### config.mk
export PLATFORM = sky130hd
export DESIGN_NAME = multicycle_control_flat
export DESIGN_NICKNAME = d
export VERILOG_FILES = /design/src/rtl/multicycle_control_pkg.sv /design/src/rtl/multicycle_control_if.sv /design/src/rtl/multicycle_control_decode.sv /design/src/rtl/multicycle_control.sv /design/src/flat_wrapper.sv
export SDC_FILE = /design/constraint.sdc
export NUM_CORES = 1
export LEC_CHECK = 0
export CAP_MARGIN = 10
export CORE_MARGIN = 4
export CORE_UTILIZATION = 45
export DETAILED_ROUTE_END_ITERATION = 7
export PLACE_DENSITY = 0.78
export RECOVER_POWER = 25
export SLEW_MARGIN = 20
export SYNTH_ARGS = -nofsm -noshare
export SYNTH_HDL_FRONTEND = slang
export SYNTH_HIERARCHICAL = 1
export SYNTH_SLANG_ARGS = --single-unit
### constraint.sdc
create_clock -name clk -period 2.15 [get_ports clk]
set_input_delay 0.3225 -clock clk [delete_from_list [all_inputs] [get_ports clk]]
set_output_delay 0.3225 -clock clk [all_outputs]
set_load 0.005 [all_outputs]
### src/rtl/multicycle_control_pkg.sv
`default_nettype none
// ============================================================================
// Module : multicycle_pkg
// Brief  : States, opcodes, control-field codes and instruction classes.
// Rev    : 1.0
// ============================================================================
package multicycle_pkg;

  typedef enum logic [3:0] {
    S_FETCH    = 4'd0,
    S_DECODE   = 4'd1,
    S_EXEC     = 4'd2,
    S_MEM_ADDR = 4'd3,
    S_MEM_RD   = 4'd4,
    S_MEM_WR   = 4'd5,
    S_WB_ALU   = 4'd6,
    S_WB_MEM   = 4'd7,
    S_BRANCH   = 4'd8,
    S_JUMP     = 4'd9,
    S_TRAP     = 4'd10
  } state_t;

  localparam logic [6:0] c_OP_R      = 7'b0110011;
  localparam logic [6:0] c_OP_I      = 7'b0010011;
  localparam logic [6:0] c_OP_LUI    = 7'b0110111;
  localparam logic [6:0] c_OP_LOAD   = 7'b0000011;
  localparam logic [6:0] c_OP_STORE  = 7'b0100011;
  localparam logic [6:0] c_OP_BRANCH = 7'b1100011;
  localparam logic [6:0] c_OP_JAL    = 7'b1101111;
  localparam logic [6:0] c_OP_JALR   = 7'b1100111;

  localparam logic [6:0] c_F7_SUB    = 7'b0100000;

  localparam logic [2:0] c_ALU_ADD   = 3'b000;
  localparam logic [2:0] c_ALU_SUB   = 3'b001;
  localparam logic [2:0] c_ALU_PASSB = 3'b010;

  localparam logic [2:0] c_IMM_I     = 3'd0;
  localparam logic [2:0] c_IMM_B     = 3'd1;
  localparam logic [2:0] c_IMM_S     = 3'd2;
  localparam logic [2:0] c_IMM_J     = 3'd3;
  localparam logic [2:0] c_IMM_U     = 3'd4;

  localparam logic [1:0] c_PC_PLUS4  = 2'b00;
  localparam logic [1:0] c_PC_TARGET = 2'b01;
  localparam logic [1:0] c_PC_ALU    = 2'b10;

  localparam logic [1:0] c_RES_ALU   = 2'b00;
  localparam logic [1:0] c_RES_MEM   = 2'b01;
  localparam logic [1:0] c_RES_PC4   = 2'b10;

  localparam logic [1:0] c_TRAP_NONE    = 2'd0;
  localparam logic [1:0] c_TRAP_ILLEGAL = 2'd1;
  localparam logic [1:0] c_TRAP_TIMEOUT = 2'd2;

  typedef struct packed {
    logic alu_r;
    logic alu_i;
    logic lui;
    logic load;
    logic store;
    logic branch;
    logic jal;
    logic jalr;
    logic illegal;
  } instr_class_t;

  // Only beq/bne are supported; any other funct3 on a branch traps.
  function automatic logic branch_legal(input logic [2:0] f3);
    return (f3 == 3'b000) || (f3 == 3'b001);
  endfunction

  function automatic logic branch_taken(input logic [2:0] f3, input logic zero);
    return ((f3 == 3'b000) && zero) || ((f3 == 3'b001) && !zero);
  endfunction

endpackage
`default_nettype wire

### src/rtl/multicycle_control_if.sv
`default_nettype none
// ============================================================================
// Module : multicycle_control_if
// Brief  : Instruction fields in, datapath control strobes and status out.
// Rev    : 1.0
// ============================================================================
interface multicycle_control_if #(
  parameter int CNT_W = 32
);
  logic [6:0]       op;
  logic [2:0]       funct3;
  logic [6:0]       funct7;
  logic             Zero;
  logic             mem_ready;

  logic             PCWrite;
  logic             IRWrite;
  logic             AdrSrc;
  logic             MemRead;
  logic             MemWrite;
  logic [2:0]       MemSrc;
  logic [1:0]       PCSrc;
  logic [2:0]       ALUControl;
  logic             ALUSrcB;
  logic [2:0]       ImmSrc;
  logic             RegWrite;
  logic [1:0]       ResultSrc;
  logic             instr_done;
  logic [CNT_W-1:0] retired;
  logic             trap;
  logic [1:0]       trap_cause;

  modport master (
    input  op, funct3, funct7, Zero, mem_ready,
    output PCWrite, IRWrite, AdrSrc, MemRead, MemWrite, MemSrc, PCSrc,
           ALUControl, ALUSrcB, ImmSrc, RegWrite, ResultSrc,
           instr_done, retired, trap, trap_cause
  );

  modport slave (
    output op, funct3, funct7, Zero, mem_ready,
    input  PCWrite, IRWrite, AdrSrc, MemRead, MemWrite, MemSrc, PCSrc,
           ALUControl, ALUSrcB, ImmSrc, RegWrite, ResultSrc,
           instr_done, retired, trap, trap_cause
  );
endinterface
`default_nettype wire

### src/rtl/multicycle_control_decode.sv
`default_nettype none
// ============================================================================
// Module : instr_class_decode
// Brief  : Maps the opcode to a one-hot instruction class.
// Rev    : 1.0
// ============================================================================
module instr_class_decode
  import multicycle_pkg::*;
(
  input  wire logic [6:0]   i_op,
  output instr_class_t      o_class
);

  always_comb begin
    o_class = '0;
    case (i_op)
      c_OP_R:      o_class.alu_r   = 1'b1;
      c_OP_I:      o_class.alu_i   = 1'b1;
      c_OP_LUI:    o_class.lui     = 1'b1;
      c_OP_LOAD:   o_class.load    = 1'b1;
      c_OP_STORE:  o_class.store   = 1'b1;
      c_OP_BRANCH: o_class.branch  = 1'b1;
      c_OP_JAL:    o_class.jal     = 1'b1;
      c_OP_JALR:   o_class.jalr    = 1'b1;
      default:     o_class.illegal = 1'b1;
    endcase
  end

endmodule
`default_nettype wire

### src/rtl/multicycle_control.sv
`default_nettype none
// ============================================================================
// Module : multicycle_control
// Brief  : Multi-cycle RV32I-subset control FSM with shared memory port,
//          memory timeout / illegal-opcode trap and retired-instruction count.
// Rev    : 1.0
// ============================================================================
module multicycle_control
  import multicycle_pkg::*;
#(
  parameter int MEM_TIMEOUT = 16,
  parameter int CNT_W       = 32
) (
  input  wire logic            clk,
  input  wire logic            rst,
  multicycle_control_if.master bus
);

  localparam int WAIT_W = (MEM_TIMEOUT > 0) ? $clog2(MEM_TIMEOUT + 1) : 1;

  state_t              r_state;
  logic [WAIT_W-1:0]   r_wait_cnt;
  logic [CNT_W-1:0]    r_retired;
  logic                r_trap;
  logic [1:0]          r_cause;

  state_t              w_next_state;
  logic [1:0]          w_next_cause;
  instr_class_t        w_cls;
  logic                w_timeout_hit;
  logic                w_timeout;
  logic                w_wait_state;
  logic                w_retire;
  logic                w_br_legal;
  logic                w_taken;

  logic                w_pcwrite, w_irwrite, w_adrsrc, w_memread, w_memwrite;
  logic                w_alusrcb, w_regwrite;
  logic [1:0]          w_pcsrc, w_resultsrc;
  logic [2:0]          w_aluctl, w_immsrc;

  instr_class_decode u_decode (
    .i_op    (bus.op),
    .o_class (w_cls)
  );

  if (MEM_TIMEOUT > 0) begin : g_timeout
    assign w_timeout_hit = (r_wait_cnt == WAIT_W'(MEM_TIMEOUT - 1));
  end else begin : g_no_timeout
    assign w_timeout_hit = 1'b0;
  end

  assign w_wait_state = (r_state == S_FETCH) || (r_state == S_MEM_RD) ||
                        (r_state == S_MEM_WR);
  // A ready in the final allowed wait cycle still completes the access.
  assign w_timeout    = w_timeout_hit && !bus.mem_ready;
  assign w_br_legal   = branch_legal(bus.funct3);
  assign w_taken      = branch_taken(bus.funct3, bus.Zero);

  assign w_retire = (r_state == S_WB_ALU) || (r_state == S_WB_MEM) ||
                    (r_state == S_JUMP) ||
                    ((r_state == S_BRANCH) && w_br_legal) ||
                    ((r_state == S_MEM_WR) && bus.mem_ready);

  always_comb begin
    w_next_state = r_state;
    w_next_cause = c_TRAP_ILLEGAL;
    case (r_state)
      S_FETCH: begin
        if (bus.mem_ready) begin
          w_next_state = S_DECODE;
        end else if (w_timeout) begin
          w_next_state = S_TRAP;
          w_next_cause = c_TRAP_TIMEOUT;
        end
      end
      S_DECODE: begin
        if (w_cls.alu_r || w_cls.alu_i || w_cls.lui) w_next_state = S_EXEC;
        else if (w_cls.load || w_cls.store)          w_next_state = S_MEM_ADDR;
        else if (w_cls.branch)                       w_next_state = S_BRANCH;
        else if (w_cls.jal || w_cls.jalr)            w_next_state = S_JUMP;
        else                                         w_next_state = S_TRAP;
      end
      S_EXEC:     w_next_state = S_WB_ALU;
      S_MEM_ADDR: w_next_state = w_cls.load ? S_MEM_RD : S_MEM_WR;
      S_MEM_RD, S_MEM_WR: begin
        if (bus.mem_ready) begin
          w_next_state = (r_state == S_MEM_RD) ? S_WB_MEM : S_FETCH;
        end else if (w_timeout) begin
          w_next_state = S_TRAP;
          w_next_cause = c_TRAP_TIMEOUT;
        end
      end
      S_WB_ALU, S_WB_MEM, S_JUMP: w_next_state = S_FETCH;
      S_BRANCH:   w_next_state = w_br_legal ? S_FETCH : S_TRAP;
      S_TRAP:     w_next_state = S_TRAP;
      default:    w_next_state = S_FETCH;
    endcase
  end

  always_ff @(posedge clk) begin
    if (rst) begin
      r_state    <= S_FETCH;
      r_wait_cnt <= '0;
      r_retired  <= '0;
      r_trap     <= 1'b0;
      r_cause    <= c_TRAP_NONE;
    end else begin
      r_state <= w_next_state;
      if (w_next_state != r_state) begin
        r_wait_cnt <= '0;
      end else if (w_wait_state && !bus.mem_ready) begin
        r_wait_cnt <= r_wait_cnt + WAIT_W'(1);
      end
      if (w_retire) begin
        r_retired <= r_retired + CNT_W'(1);
      end
      if ((w_next_state == S_TRAP) && (r_state != S_TRAP)) begin
        r_trap  <= 1'b1;
        r_cause <= w_next_cause;
      end
    end
  end

  always_comb begin
    w_pcwrite   = 1'b0;
    w_irwrite   = 1'b0;
    w_adrsrc    = 1'b0;
    w_memread   = 1'b0;
    w_memwrite  = 1'b0;
    w_alusrcb   = 1'b0;
    w_regwrite  = 1'b0;
    w_pcsrc     = c_PC_PLUS4;
    w_resultsrc = c_RES_ALU;
    w_aluctl    = c_ALU_ADD;
    w_immsrc    = c_IMM_I;
    if (!rst) begin
      case (r_state)
        S_FETCH: begin
          w_memread = 1'b1;
          w_irwrite = bus.mem_ready;
          w_pcwrite = bus.mem_ready;
        end
        S_EXEC: begin
          w_alusrcb = !w_cls.alu_r;
          if (w_cls.lui)                                   w_aluctl = c_ALU_PASSB;
          else if (w_cls.alu_r && bus.funct7 == c_F7_SUB)  w_aluctl = c_ALU_SUB;
          w_immsrc  = w_cls.lui ? c_IMM_U : c_IMM_I;
        end
        S_MEM_ADDR: begin
          w_alusrcb = 1'b1;
          w_immsrc  = w_cls.store ? c_IMM_S : c_IMM_I;
        end
        S_MEM_RD: begin
          w_adrsrc  = 1'b1;
          w_memread = 1'b1;
        end
        S_MEM_WR: begin
          w_adrsrc   = 1'b1;
          w_memwrite = 1'b1;
        end
        S_WB_ALU: begin
          w_regwrite  = 1'b1;
          w_resultsrc = c_RES_ALU;
        end
        S_WB_MEM: begin
          w_regwrite  = 1'b1;
          w_resultsrc = c_RES_MEM;
        end
        S_BRANCH: begin
          w_aluctl = c_ALU_SUB;
          w_immsrc = c_IMM_B;
          w_pcsrc  = c_PC_TARGET;
          w_pcwrite = w_taken;
        end
        S_JUMP: begin
          w_pcwrite   = 1'b1;
          w_regwrite  = 1'b1;
          w_resultsrc = c_RES_PC4;
          if (w_cls.jalr) begin
            w_pcsrc   = c_PC_ALU;
            w_alusrcb = 1'b1;
            w_immsrc  = c_IMM_I;
          end else begin
            w_pcsrc   = c_PC_TARGET;
            w_immsrc  = c_IMM_J;
          end
        end
        default: ;
      endcase
    end
  end

  assign bus.PCWrite    = w_pcwrite;
  assign bus.IRWrite    = w_irwrite;
  assign bus.AdrSrc     = w_adrsrc;
  assign bus.MemRead    = w_memread;
  assign bus.MemWrite   = w_memwrite;
  assign bus.MemSrc     = rst ? 3'b000 : bus.funct3;
  assign bus.PCSrc      = w_pcsrc;
  assign bus.ALUControl = w_aluctl;
  assign bus.ALUSrcB    = w_alusrcb;
  assign bus.ImmSrc     = w_immsrc;
  assign bus.RegWrite   = w_regwrite;
  assign bus.ResultSrc  = w_resultsrc;
  assign bus.instr_done = w_retire && !rst;
  assign bus.retired    = rst ? '0 : r_retired;
  assign bus.trap       = r_trap && !rst;
  assign bus.trap_cause = rst ? c_TRAP_NONE : r_cause;

endmodule
`default_nettype wire

### src/flat_wrapper.sv
// flat-port wrapper written by rule: the top's interface ports become plain ports
module multicycle_control_flat import multicycle_pkg::*;
#(
  parameter int MEM_TIMEOUT = 16,
  parameter int CNT_W       = 32
)
  (clk, rst, bus_op, bus_funct3, bus_funct7, bus_Zero, bus_mem_ready, bus_PCWrite, bus_IRWrite, bus_AdrSrc, bus_MemRead, bus_MemWrite, bus_MemSrc, bus_PCSrc, bus_ALUControl, bus_ALUSrcB, bus_ImmSrc, bus_RegWrite, bus_ResultSrc, bus_instr_done, bus_retired, bus_trap, bus_trap_cause);
  multicycle_control_if #(.CNT_W(CNT_W)) bus_i ();
  input  wire logic clk;
  input  wire logic rst;
  input wire logic [$bits(bus_i.op)-1:0] bus_op;
  input wire logic [$bits(bus_i.funct3)-1:0] bus_funct3;
  input wire logic [$bits(bus_i.funct7)-1:0] bus_funct7;
  input wire logic [$bits(bus_i.Zero)-1:0] bus_Zero;
  input wire logic [$bits(bus_i.mem_ready)-1:0] bus_mem_ready;
  output wire logic [$bits(bus_i.PCWrite)-1:0] bus_PCWrite;
  output wire logic [$bits(bus_i.IRWrite)-1:0] bus_IRWrite;
  output wire logic [$bits(bus_i.AdrSrc)-1:0] bus_AdrSrc;
  output wire logic [$bits(bus_i.MemRead)-1:0] bus_MemRead;
  output wire logic [$bits(bus_i.MemWrite)-1:0] bus_MemWrite;
  output wire logic [$bits(bus_i.MemSrc)-1:0] bus_MemSrc;
  output wire logic [$bits(bus_i.PCSrc)-1:0] bus_PCSrc;
  output wire logic [$bits(bus_i.ALUControl)-1:0] bus_ALUControl;
  output wire logic [$bits(bus_i.ALUSrcB)-1:0] bus_ALUSrcB;
  output wire logic [$bits(bus_i.ImmSrc)-1:0] bus_ImmSrc;
  output wire logic [$bits(bus_i.RegWrite)-1:0] bus_RegWrite;
  output wire logic [$bits(bus_i.ResultSrc)-1:0] bus_ResultSrc;
  output wire logic [$bits(bus_i.instr_done)-1:0] bus_instr_done;
  output wire logic [$bits(bus_i.retired)-1:0] bus_retired;
  output wire logic [$bits(bus_i.trap)-1:0] bus_trap;
  output wire logic [$bits(bus_i.trap_cause)-1:0] bus_trap_cause;
  assign bus_i.op = bus_op;
  assign bus_i.funct3 = bus_funct3;
  assign bus_i.funct7 = bus_funct7;
  assign bus_i.Zero = bus_Zero;
  assign bus_i.mem_ready = bus_mem_ready;
  assign bus_PCWrite = bus_i.PCWrite;
  assign bus_IRWrite = bus_i.IRWrite;
  assign bus_AdrSrc = bus_i.AdrSrc;
  assign bus_MemRead = bus_i.MemRead;
  assign bus_MemWrite = bus_i.MemWrite;
  assign bus_MemSrc = bus_i.MemSrc;
  assign bus_PCSrc = bus_i.PCSrc;
  assign bus_ALUControl = bus_i.ALUControl;
  assign bus_ALUSrcB = bus_i.ALUSrcB;
  assign bus_ImmSrc = bus_i.ImmSrc;
  assign bus_RegWrite = bus_i.RegWrite;
  assign bus_ResultSrc = bus_i.ResultSrc;
  assign bus_instr_done = bus_i.instr_done;
  assign bus_retired = bus_i.retired;
  assign bus_trap = bus_i.trap;
  assign bus_trap_cause = bus_i.trap_cause;
  multicycle_control #(.MEM_TIMEOUT(MEM_TIMEOUT), .CNT_W(CNT_W)) u_core (.clk(clk), .rst(rst), .bus(bus_i));
endmodule
== Yosys cells after proc, flatten, opt, wreduce, memory -nomap -nowiden ==
Index checks and enable logic that the tools add are counted.
Word-level totals
  input bits: 21
  register bits: 44
  output and inout port bits: 56
  word-level logic and storage cells: 118
Cells by class
  mux-type cells: 54
  reduce and logical (&&, ||, !) cells: 33
  eq/ne operators: 24
  add/subtract/negate cells: 2
Operators by type and width (number)
  adder 32 x 1 -> 32 bit (second input constant): 1
  2-to-1 mux 32 bit: 1
  == test 7 x 6 -> 1 bit (second input constant): 4
  2-to-1 mux 4 bit: 7
  case mux 4 bit (7 select lines): 1
  2-to-1 mux 1 bit: 23
  == test 7 bit (second input constant): 3
  2-to-1 mux 2 bit: 10
  2-to-1 mux 3 bit: 6
  == test 4 x 3 -> 1 bit (second input constant): 4
  == test 4 bit (second input constant): 4
  logical OR 1 bit: 12
  case mux 3 bit (4 select lines): 1
  logical AND 1 bit: 10
  == test 4 x 2 -> 1 bit (second input constant): 2
  case mux 2 bit (2 select lines): 2
  == test 7 x 2 -> 1 bit (second input constant): 1
  == test 7 x 5 -> 1 bit (second input constant): 1
  case mux 1 bit (3 select lines): 2
  case mux 3 bit (2 select lines): 1
  OR reduction 2 bit: 3
  OR reduction 3 bit: 2
  adder 5 x 1 -> 5 bit (second input constant): 1
  == test 5 x 4 -> 1 bit (second input constant): 1
  other kinds (7): 10

== Depth between registers and ports, before layout ==
  word-level depth: 10
  mapped depth: 8
  mapped depth without buffers: 8

== Cells and area by module ==
Netlist, hierarchy kept.
Modules (own cells, without submodules)
  multicycle_control: cells each 352, instances 1, seq. area each 880.8 sq um, area each 2849.0 sq um
  instr_class_decode: cells each 20, instances 1, seq. area each 0.0 sq um, area each 115.1 sq um

== Least setup slack after synthesis ==
Ideal clock, no wire load.
  path kind: input to register
  from: input port bus_op[6]
  to: register u_core.r_wait_cnt[4]
  cell stages on the path: 8
  path buffers: 0
  setup time: 0.086 ns
  required time: 2.064 ns
  data arrival time: 1.959 ns
  slack: 0.105 ns
  cells stage by stage: or3_1 > or2_4 > nor3_1 > nor2_1 > and3_1 > a211oi_1 > nand4_1 > a211oi_1
RTL lines
  start: declaration: RTL line flat_wrapper.sv:11  | input wire logic [$bits(bus_i.op)-1:0] bus_op;
  end signal: assignment: RTL line multicycle_control.sv:113  | r_wait_cnt <= r_wait_cnt + WAIT_W'(1);
  end: declaration: RTL line multicycle_control.sv:22  | logic [WAIT_W-1:0] r_wait_cnt;

==> flow_summary.json <==
{
  "track_usage": 0.225,
  "busiest_layer": "met2",
  "initial_utilization": 0.464,
  "worst_clock_skew_ns": 0.00534,
  "drive_gt1_frac": 0.284,
  "power_switching_share": 0.338,
  "pwr-share-comb": 0.406,
  "synth_nets": 394,
  "route.antenna.remaining_nets": 0,
  "max_freq_mhz": 459,
  "die_w_um": 88.9,
  "cts_tree": "done",
  "max_slew_margin": 0.626,
  "final_cell_area_sq_um": 4560,
  "path_common_cell": "buf_6",
  "met1_usage": 0.256,
  "cp.arrival_ns": 2.42,
  "clkSlewWorstSetupHoldPaths_ns": 0.09,
  "num_vias": 3221,
  "die_h_um": 88.9,
  "cp_max_fo": 3,
  "cts_max_level": 2,
  "cts.path.max_buffers": 2,
  "clkPwrFrac": 0.256,
  "crit_slowest_cell": "or3_4",
  "grt_max_degree": 47,
  "final_cell_mix": "buf_4 (68), clkdlybuf4s50_1 (47), nor2_1 (45), dfxtp_1 (41), nor2b_1 (40)",
  "die_area_sq_um": 7910,
  "fin_util": 0.719,
  "endpoint_kind": "register",
  "dp_slack_ns": -0.736,
  "clock-sinks": 44,
  "min_period_over_period": 1.01,
  "core_area_sq_um": 6350,
  "power_mw": 2.72,
  "min_period_ns": 2.18,
  "placed_cell_area_sq_um": 4200,
  "wire_per_inst_um": 15.6,
  "grt_util_met3": 0.0387,
  "pwr_density_cell_nw_per_um2": 597,
  "final_common_cell": "buf_4",
  "drt_pass1_iterations": 4,
  "status": "complete, but fails checks",
  "cp_slowest_stage_delay_ns": 0.37,
  "p_int_mw": 1.80,
  "path_buf_inv": 4,
  "post_synth.cell_area_avg_sq_um": 7.96,
  "p_switching_uw": 919,
  "slew_viol_final": 0,
  "antenna_found_initial": 0,
  "clockRootBuffer": "clkbuf_8",
  "grt_pass1_wl_um": 14400,
  "violations": "setup timing",
  "hp-class": "reg -> reg",
  "cp-start-kind": "input port",
  "nets": 527,
  "power_frac_seq": 0.337,
  "synth_area_sq_um": 2950,
  "p_leak_nw": 1.80,
  "cp.required_ns": 2.39,
  "portBuffers": 75,
  "regArea_sq_um": 885,
  "overflow": 0,
  "criticalPathCategory": "in -> reg",
  "gp_congestion": 0.921,
  "rows": 29,
  "io_pins": 77,
  "worst_slew_pin_slew_ns": 0.559,
  "clock_latency_ns": 0.30,
  "dp_hpwl_um": 6400,
  "area_delta_synth_final_pct": 54.9,
  "grt_pass1_vias": 3189,
  "peakVddDrop_uv": 422,
  "cts_buffers": 5,
  "final-hold-violation-count": 0,
  "drcViolationCount": 0,
  "setup_viol": 4,
  "ys_warn_count": 6,
  "postCtsHoldBufs": 0,
  "cp_top_family": "simple AND/OR/NAND/NOR gates",
  "drt_wl_total_um": 9080,
  "multi_input_area_sq_um": 2130,
  "drtIter0Drc": 105,
  "syn_inst": 370,
  "layout_setup_ws_ns": -0.0299,
  "fillers": 490,
  "avgViaCountPerCell": 5.54,
  "met2_usage": 0.421,
  "path_cells": "buf_6 > or3_4 > or2_4 > buf_6 > nor3b_4 > buf_6 > nor2_4 > and3_4 > a211oi_2 > nand4_1 > buf_4 > nor2_2",
  "rsz0062_at_grt": "true",
  "n_antenna_cell": 0,
  "cap_violations": 0
}
## sequential cells by signal, indices dropped and copies added (netlist names)
register / count
u_core/r_cause: 2
u_core/r_retired: 32
u_core/r_state: 4
u_core/r_trap: 1
u_core/r_wait_cnt: 5
## layout make-up
| cell class | count | area share |
|---|---|---|
| sequential | 44 | 0.194 |
| timing repair buffer | 149 | 0.282 |
| clock inverter | 1 | 0.00658 |
| multi-input combinational | 294 | 0.468 |
| tap | 77 | 0.0211 |
| clock buffer | 7 | 0.0211 |
| inverter | 9 | 0.00740 |
## metal layers
| metal | vias to the layer above | wire, um |
|---|---|---|
| li1 | 1573 | - |
| met1 | 1539 | 3770 |
| met2 | 91 | 4740 |
| met3 | 18 | 408 |
| met4 | 0 | 172 |
| met5 | - | 0 |
## worst register-to-register path, stage by stage, from the launching register on
cell and delay, ns:
dfxtp_2 0.36, buf_12 0.12, and2b_1 0.19, a32oi_4 0.15, buf_6 0.16, a2111oi_4 0.35
buf_4 0.20, and3_4 0.19, mux2_4 0.30
## through the flow
step / TNS (ns) / hold WS, ns / std cells
floorplan: 0 / 0.417 / 370
global placement: -13.96 / 0.430 / 564
detailed placement: -15.35 / 0.437 / 564
CTS: -0.102 / 0.460 / 580
global route: -0.438 / 0.496 / 581
finish: -0.0704 / 0.453 / 581
## power groups by stage
stage	registers (mW)	clock network [mW]	logic [mW]
5_1_grt	0.926	0.744	1.19
6_report	0.919	0.699	1.11
2_1_floorplan	0.907	0	0.532
3_5_place_dp	0.930	0	0.959
3_3_place_gp	0.931	0	0.949
4_1_cts	0.917	0.712	1.02
## final timing paths
path	slack [ns]	from	end	cells after the start
worst max register to register	0.02	u_core/r_state[3]	u_core/r_retired[31]	8
worst min register to register	0.45	u_core/r_trap	u_core/r_trap	2
worst min-delay path	0.45	u_core/r_trap	u_core/r_trap	2
worst max-delay path	-0.03	bus_op[2]	u_core/r_wait_cnt[3]	12
## repair_timing
| action | CTS | global route |
|---|---|---|
| endpoints found under the setup margin | 27 | 27 |
| setup buffers | 9 | 1 |
| pin swaps | 16 | 15 |
| gates resized for setup | 63 | 38 |
| endpoints found under the hold margin | 0 | 0 |
(Power assumes the default switching activity.)
